### config.mk
export PLATFORM = sky130hd
export DESIGN_NAME = imem_loader
export DESIGN_NICKNAME = d
export VERILOG_FILES = /design/src/rtl/imem_loader_pkg.sv /design/src/rtl/imem_word_packer.sv /design/src/rtl/imem_loader.sv
export SDC_FILE = /design/constraint.sdc
export NUM_CORES = 1
export LEC_CHECK = 0
export CAP_MARGIN = 20
export CORE_ASPECT_RATIO = 0.75
export CORE_MARGIN = 2
export CORE_UTILIZATION = 50
export DETAILED_ROUTE_END_ITERATION = 8
export PLACE_DENSITY = 0.76
export SYNTH_ARGS = -nofsm -noshare
export SYNTH_HDL_FRONTEND = slang
export SYNTH_SLANG_ARGS = --single-unit
### constraint.sdc
create_clock -name clk1 -period 3.8 [get_ports clk1]
set_input_delay 0.95 -clock clk1 [delete_from_list [all_inputs] [get_ports clk1]]
set_output_delay 0.95 -clock clk1 [all_outputs]
set_load 0.1 [all_outputs]
### src/rtl/imem_loader_pkg.sv
// ----------------------------------------------------------------------------
// imem_loader_pkg
// Shared definitions for the instruction-memory program loader.
//   - state_t        : loader FSM state encoding
//   - HDR_BYTES      : number of length-header bytes at the start of a frame
//   - BYTE_IDX_W     : width of the byte-within-word index used by the packer
//   - BYTES_PER_WORD : bytes packed into one 32-bit imem word
//   - hold_for()     : whether the CPU must be held off imem in a given state
// ----------------------------------------------------------------------------
package imem_loader_pkg;

  typedef enum logic [2:0] {
    ST_IDLE   = 3'd0,
    ST_LEN_HI = 3'd1,
    ST_LEN_LO = 3'd2,
    ST_DATA   = 3'd3,
    ST_CKSUM  = 3'd4,
    ST_DONE   = 3'd5,
    ST_ERR    = 3'd6
  } state_t;

  localparam int HDR_BYTES      = 2;
  localparam int BYTE_IDX_W     = 2;
  localparam int BYTES_PER_WORD = 4;

  // The CPU may only fetch once nothing is loading: idle or a finished good load.
  // A failed load keeps it held so it never runs a partial image.
  function automatic logic hold_for(input state_t s);
    return !((s == ST_IDLE) || (s == ST_DONE));
  endfunction

endpackage

### src/rtl/imem_word_packer.sv
// ----------------------------------------------------------------------------
// imem_word_packer
// Packs a byte stream big-endian (first byte -> bits 31:24) into 32-bit words.
// Ports:
//   clk1        in   clock (posedge)
//   rst         in   asynchronous active-high reset
//   clear       in   restart packing at byte 0 (new load)
//   byte_valid  in   a byte is being consumed this cycle
//   byte_data   in   the byte
//   byte_last   out  the next consumed byte completes a word
//   word_valid  out  one-cycle pulse, cycle after the 4th byte of a word
//   word_data   out  packed word (valid while word_valid is high)
// ----------------------------------------------------------------------------
module imem_word_packer
  import imem_loader_pkg::*;
(
  input  logic        clk1,
  input  logic        rst,
  input  logic        clear,
  input  logic        byte_valid,
  input  logic [7:0]  byte_data,
  output logic        byte_last,
  output logic        word_valid,
  output logic [31:0] word_data
);

  logic [BYTE_IDX_W-1:0] idx_q, idx_d;
  logic [31:0]           shift_q, shift_d;
  logic                  valid_q, valid_d;

  assign byte_last = (idx_q == BYTE_IDX_W'(BYTES_PER_WORD - 1));

  always_comb begin
    idx_d   = idx_q;
    shift_d = shift_q;
    valid_d = 1'b0;
    if (clear) begin
      idx_d   = '0;
      shift_d = '0;
    end else if (byte_valid) begin
      shift_d = {shift_q[23:0], byte_data};
      // index wraps naturally from 3 back to 0
      idx_d   = idx_q + BYTE_IDX_W'(1);
      valid_d = byte_last;
    end
  end

  always_ff @(posedge clk1 or posedge rst) begin
    if (rst) begin
      idx_q   <= '0;
      shift_q <= '0;
      valid_q <= 1'b0;
    end else begin
      idx_q   <= idx_d;
      shift_q <= shift_d;
      valid_q <= valid_d;
    end
  end

  // In the pulse cycle the shift register holds exactly the completed word;
  // a following byte only shifts in at the end of that cycle.
  assign word_valid = valid_q;
  assign word_data  = shift_q;

endmodule

### src/rtl/imem_loader.sv
// ----------------------------------------------------------------------------
// imem_loader
// Program-load engine filling the CPU instruction memory from a byte stream.
// Frame: LEN_HI, LEN_LO (word count N, big-endian), N x 4 data bytes MSB
// first, then (optionally) one checksum byte.
// Optional feature macro: IMEM_LOADER_CKSUM_EN -- when defined a trailing
// checksum byte (XOR of all prior frame bytes) is expected and verified.
// Ports:
//   clk1          in   clock (posedge)
//   rst           in   asynchronous active-high reset
//   start         in   begin a load (only in IDLE / DONE / ERR)
//   in_valid      in   byte valid
//   in_data       in   byte
//   in_ready      out  byte accepted when in_valid & in_ready
//   mem_we        out  imem write strobe, one cycle per word
//   mem_addr      out  imem word address
//   mem_wdata     out  imem write data
//   cpu_hold      out  CPU must not fetch
//   done          out  last load completed OK
//   error         out  last load failed
//   words_loaded  out  words written in current/last load
// ----------------------------------------------------------------------------
module imem_loader
  import imem_loader_pkg::*;
#(
  parameter int ADDR_W    = 10,
  parameter int DEPTH     = 1024,
  parameter int BASE_ADDR = 0
) (
  input  logic              clk1,
  input  logic              rst,
  input  logic              start,
  input  logic              in_valid,
  input  logic [7:0]        in_data,
  output logic              in_ready,
  output logic              mem_we,
  output logic [ADDR_W-1:0] mem_addr,
  output logic [31:0]       mem_wdata,
  output logic              cpu_hold,
  output logic              done,
  output logic              error,
  output logic [15:0]       words_loaded
);

  localparam int LEN_W = 8 * HDR_BYTES;
  // Largest word count that fits between BASE_ADDR and the end of imem.
  localparam logic [LEN_W:0] MAX_WORDS = (LEN_W + 1)'(DEPTH - BASE_ADDR);

  state_t            state_q, state_d;
  logic [LEN_W-1:0]  len_q, len_d;
  logic [7:0]        xor_q, xor_d;
  logic [15:0]       words_in_q, words_in_d;
  logic [ADDR_W-1:0] addr_q, addr_d;
  logic [15:0]       loaded_q, loaded_d;

  logic              accept;
  logic              start_ok;
  logic              pk_byte_valid;
  logic              pk_last;

  assign accept        = in_valid && in_ready;
  assign pk_byte_valid = accept && (state_q == ST_DATA);

  // Ready only in byte-consuming states. In DATA it drops once every data
  // byte of the frame has been taken, so a byte arriving while the final
  // word is still being written is never mistaken for frame data.
  always_comb begin
    in_ready = 1'b0;
    case (state_q)
      ST_LEN_HI, ST_LEN_LO, ST_CKSUM: in_ready = 1'b1;
      ST_DATA:                        in_ready = (words_in_q != len_q);
      default:                        in_ready = 1'b0;
    endcase
  end

  always_comb begin
    state_d    = state_q;
    len_d      = len_q;
    xor_d      = xor_q;
    words_in_d = words_in_q;
    addr_d     = addr_q;
    loaded_d   = loaded_q;
    start_ok   = 1'b0;

    if (mem_we) begin
      addr_d   = addr_q + ADDR_W'(1);
      loaded_d = loaded_q + 16'd1;
    end

    // Running checksum covers header and data, never the checksum byte itself.
    if (accept && (state_q != ST_CKSUM)) begin
      xor_d = xor_q ^ in_data;
    end

    case (state_q)
      ST_IDLE, ST_DONE, ST_ERR: begin
        if (start) begin
          start_ok   = 1'b1;
          state_d    = ST_LEN_HI;
          len_d      = '0;
          xor_d      = '0;
          words_in_d = '0;
          addr_d     = ADDR_W'(BASE_ADDR);
          loaded_d   = '0;
        end
      end

      ST_LEN_HI: begin
        if (accept) begin
          len_d   = {len_q[LEN_W-9:0], in_data};
          state_d = ST_LEN_LO;
        end
      end

      ST_LEN_LO: begin
        if (accept) begin
          len_d = {len_q[LEN_W-9:0], in_data};
          if ({1'b0, len_d} > MAX_WORDS) begin
            state_d = ST_ERR;
          end else if (len_d == '0) begin
`ifdef IMEM_LOADER_CKSUM_EN
            state_d = ST_CKSUM;
`else
            state_d = ST_DONE;
`endif
          end else begin
            state_d = ST_DATA;
          end
        end
      end

      ST_DATA: begin
        if (accept && pk_last) begin
          words_in_d = words_in_q + 16'd1;
`ifdef IMEM_LOADER_CKSUM_EN
          // The final word's write lands in the first CKSUM cycle.
          if (words_in_q + 16'd1 == len_q) begin
            state_d = ST_CKSUM;
          end
`endif
        end
`ifndef IMEM_LOADER_CKSUM_EN
        // Finish only after the last word has actually been written.
        if (mem_we && (loaded_q + 16'd1 == len_q)) begin
          state_d = ST_DONE;
        end
`endif
      end

      ST_CKSUM: begin
`ifdef IMEM_LOADER_CKSUM_EN
        if (accept) begin
          state_d = (in_data == xor_q) ? ST_DONE : ST_ERR;
        end
`else
        // Not reachable without the checksum feature; fail safe.
        state_d = ST_ERR;
`endif
      end

      default: state_d = ST_ERR;
    endcase
  end

  always_ff @(posedge clk1 or posedge rst) begin
    if (rst) begin
      state_q    <= ST_IDLE;
      len_q      <= '0;
      xor_q      <= '0;
      words_in_q <= '0;
      addr_q     <= ADDR_W'(BASE_ADDR);
      loaded_q   <= '0;
    end else begin
      state_q    <= state_d;
      len_q      <= len_d;
      xor_q      <= xor_d;
      words_in_q <= words_in_d;
      addr_q     <= addr_d;
      loaded_q   <= loaded_d;
    end
  end

  imem_word_packer u_packer (
    .clk1       (clk1),
    .rst        (rst),
    .clear      (start_ok),
    .byte_valid (pk_byte_valid),
    .byte_data  (in_data),
    .byte_last  (pk_last),
    .word_valid (mem_we),
    .word_data  (mem_wdata)
  );

  assign mem_addr     = addr_q;
  assign words_loaded = loaded_q;
  assign cpu_hold     = hold_for(state_q);
  assign done         = (state_q == ST_DONE);
  assign error        = (state_q == ST_ERR);

endmodule

==> results.toml <==
[logic_synthesis]
synth_nets = 596
synth_top_area_share_pct = 46.7
synth-edff-count = 0
ys_ff_latch = 96
ys_types = 57
ys.flop_type = "dfrtp_1"
yosysWarnings = 0
synth_top_cell_by_area = "dfrtp_1"
synthTopCellsByArea = "dfrtp_1 47%, nand2_1 8.9%, xor2_1 6.0%"
synth.avg_cell_area_sq_um = 8.86
syn_area_sq_um = 5140
async_reset_ff_share_pct = 100
yosysSeqAreaShare_pct = 46.7
syn_inst = 580

[cells_and_area]
syn2layout_area_growth_pct = 20.5
final_common_cell = "nand2_1"
layout-drive-gt1-share_pct = 8.55
diodes = 0
mostFrequentLayoutCells = "122 x nand2_1, 96 x dfrtp_1, 52 x clkdlybuf4s50_1"
fin_nets = 655

[critical_path]
cp_data_arrival_time_ns = 2.37
cp-start-kind = "flip-flop"
rr_endpoint = "state_q[1]"
path_class = "reg2out"
rr_worst_depth = 7
r2r_start = "words_loaded[0]"
crit_fanout = 8
critPathRequiredTime_ns = 2.85
endpoint_kind = "output port"
reg2reg_setup_slack_ns = 0.75

[timing]
fin_crit_ns = 3.32
relSlewSlack_pct = 32.9
finalHoldViolCount = 0
setup_ws_ns = 0.478
tightest_slew_ns = 1.00
rsz0062_at_grt = "no"
setup_violations = 0
maxSlewViolCount = 0
period_share_pct = 87.4
fmax_mhz = 301
fin_setup_tns_ns = 0
finalClockSkew_ns = 0.0116

[global_route]
antenna_found_initial = 0
grt_max_degree = 51
grt_first_pass_wirelength_um = 21200
groute.usage.overall_pct = 23.8
overflow = 0
grt_pass1_vias = 4218

[cts]
worstSkewPairLatency_ns = 0.35
root_buffer = "clkbuf_16"
htree_num_levels = 3
cts_resized = 0
post_cts_buffers = 0
cts_buffers = 9
cts_tree = "yes"
clock-sinks = 96
clock_path_buffers = 2
clk_pin_slew_ns = 0.07
postCtsHoldBufs = 0

[hold_path]
whs_endpoint = "u_packer.idx_q[0]"
hp-class = "reg2reg"
hold_path_depth = 1
worstHoldStart = "u_packer.idx_q[0]"

[power]
p_per_area_nw_per_um2 = 872
leakagePower_nw = 2.77
ir_worst_vdd_mv = 0.774

[detailed_routing]
post-route-drc-count = 0
routed_via_density = 5.70
routed_wl_um = 12600
first_pass_iters = 5
drtIter0Drc = 382
wl_per_cell_um = 16.2
vias = 4437
antenna_left = 0

[die]
coreArea_sq_um = 10100
start_util_pct = 50.7
floorplan.die_area_sq_um = 11100
num_rows = 32
die_w_um = 121
dieHeight_um = 91.8
ios = 75

[placement]
dp_hpwl_um = 8750
pre_cts_slack_ns = 0.760
gp_congestion = 0.909
portBuffers = 74

[outcome]
status = "finished clean"

[flow_run]
cap_viol_max_count = 0
## worst max-delay path, cell delays in order, from the launching register on
cell and delay (ns):
dfrtp_1 0.48, xor2_1 0.18, nor4_1 0.42, nand4_1 0.39
nor2_1 0.25, nor2_1 0.07, buf_4 0.23
## cell usage after synthesis (2+ instances only)
cell      number
nand2_1      122
nor2_1        43
nand4_1       17
nor4_1         8
xor2_1        35
or4_1          4
nor3_1         8
nand3_1       36
clkbuf_1      16
o211ai_1       3
ha_1           4
and2b_1        2
inv_1         12
nand2b_1       3
buf_2          7
o21ai_1        6
and2_1         6
buf_6          6
o21ai_0       43
a32oi_1        3
buf_4          2
a21boi_0       2
mux2i_1        4
a21oi_1       13
o31ai_1        3
dfrtp_1       96
nor2b_1        2
and3_1         7
xnor2_1       29
or3_1         11
## power by group
part	total [mW]	internal, mW	switching [mW]
sequential	1.61	1.28	0.334
clock	0.936	0.528	0.408
combinational	2.85	0.748	2.10
total	5.40	2.56	2.84
## cell type report
class	count	area [sq um]
flip-flops and latches	96	2400
inverters	12	46.3
fillers	870	3940
clock buffers	11	243
clock inverters	4	53.8
multi-input cells	440	2510
well taps	136	170
repair buffers	80	762
## registers in the layout, summed over array words and instances, names as in the netlist
| name | count |
|---|---|
| len_q | 16 |
| mem_addr | 10 |
| state_q | 3 |
| u_packer.idx_q | 2 |
| u_packer.word_data | 32 |
| u_packer.word_valid | 1 |
| words_in_q | 16 |
| words_loaded | 16 |
## cells by family (layout without fill, tap and decap cells)
group | count (synthesis) | in the layout | synth area share, %
fa+ha+maj | 4 | 4 | 0.974
xor+xnor | 64 | 64 | 10.9
compound gates | 87 | 87 | 10.2
simple gates | 281 | 281 | 26.0
mux | 4 | 4 | 0.779
flops | 96 | 96 | 46.7
buf+inv | 44 | 107 | 4.41
## worst max-delay path by stage
stage / start / depth (start not counted) / to
floorplan: rst / 1 / len_q[0]
global placement: in_data[2] / 7 / state_q[2]
detailed placement: in_valid / 6 / words_in_q[14]
CTS: len_q[4] / 6 / in_ready
global route: len_q[4] / 6 / in_ready
finish: len_q[4] / 6 / in_ready
## metal layers
| metal | vias up | GRT usage [%] | part of all wire [%] |
|---|---|---|---|
| met5 | - | 0 | 0 |
| met4 | 0 | 5.52 | 1.2 |
| met3 | 17 | 6.78 | 7.3 |
| met2 | 177 | 34.6 | 45 |
| met1 | 2132 | 35.3 | 47 |
| li1 | 2111 | - | - |
## per-stage QoR
step / std cells / cell area (sq um) / power (mW) / hold WS, ns / util (%)
6_report: 779 / 6190 / 5.40 / 0.492 / 61.1
5_1_grt: 779 / 6190 / 5.66 / 0.533 / 61.1
4_1_cts: 778 / 6180 / 5.38 / 0.500 / 61.0
3_5_place_dp: 763 / 5880 / 4.44 / 0.490 / 58.1
3_3_place_gp: 763 / 5880 / 4.39 / 0.476 / 58.1
2_1_floorplan: 580 / 5140 / 3.77 / 0.455 / -
Note: power is estimated with default switching activity, not from simulation.
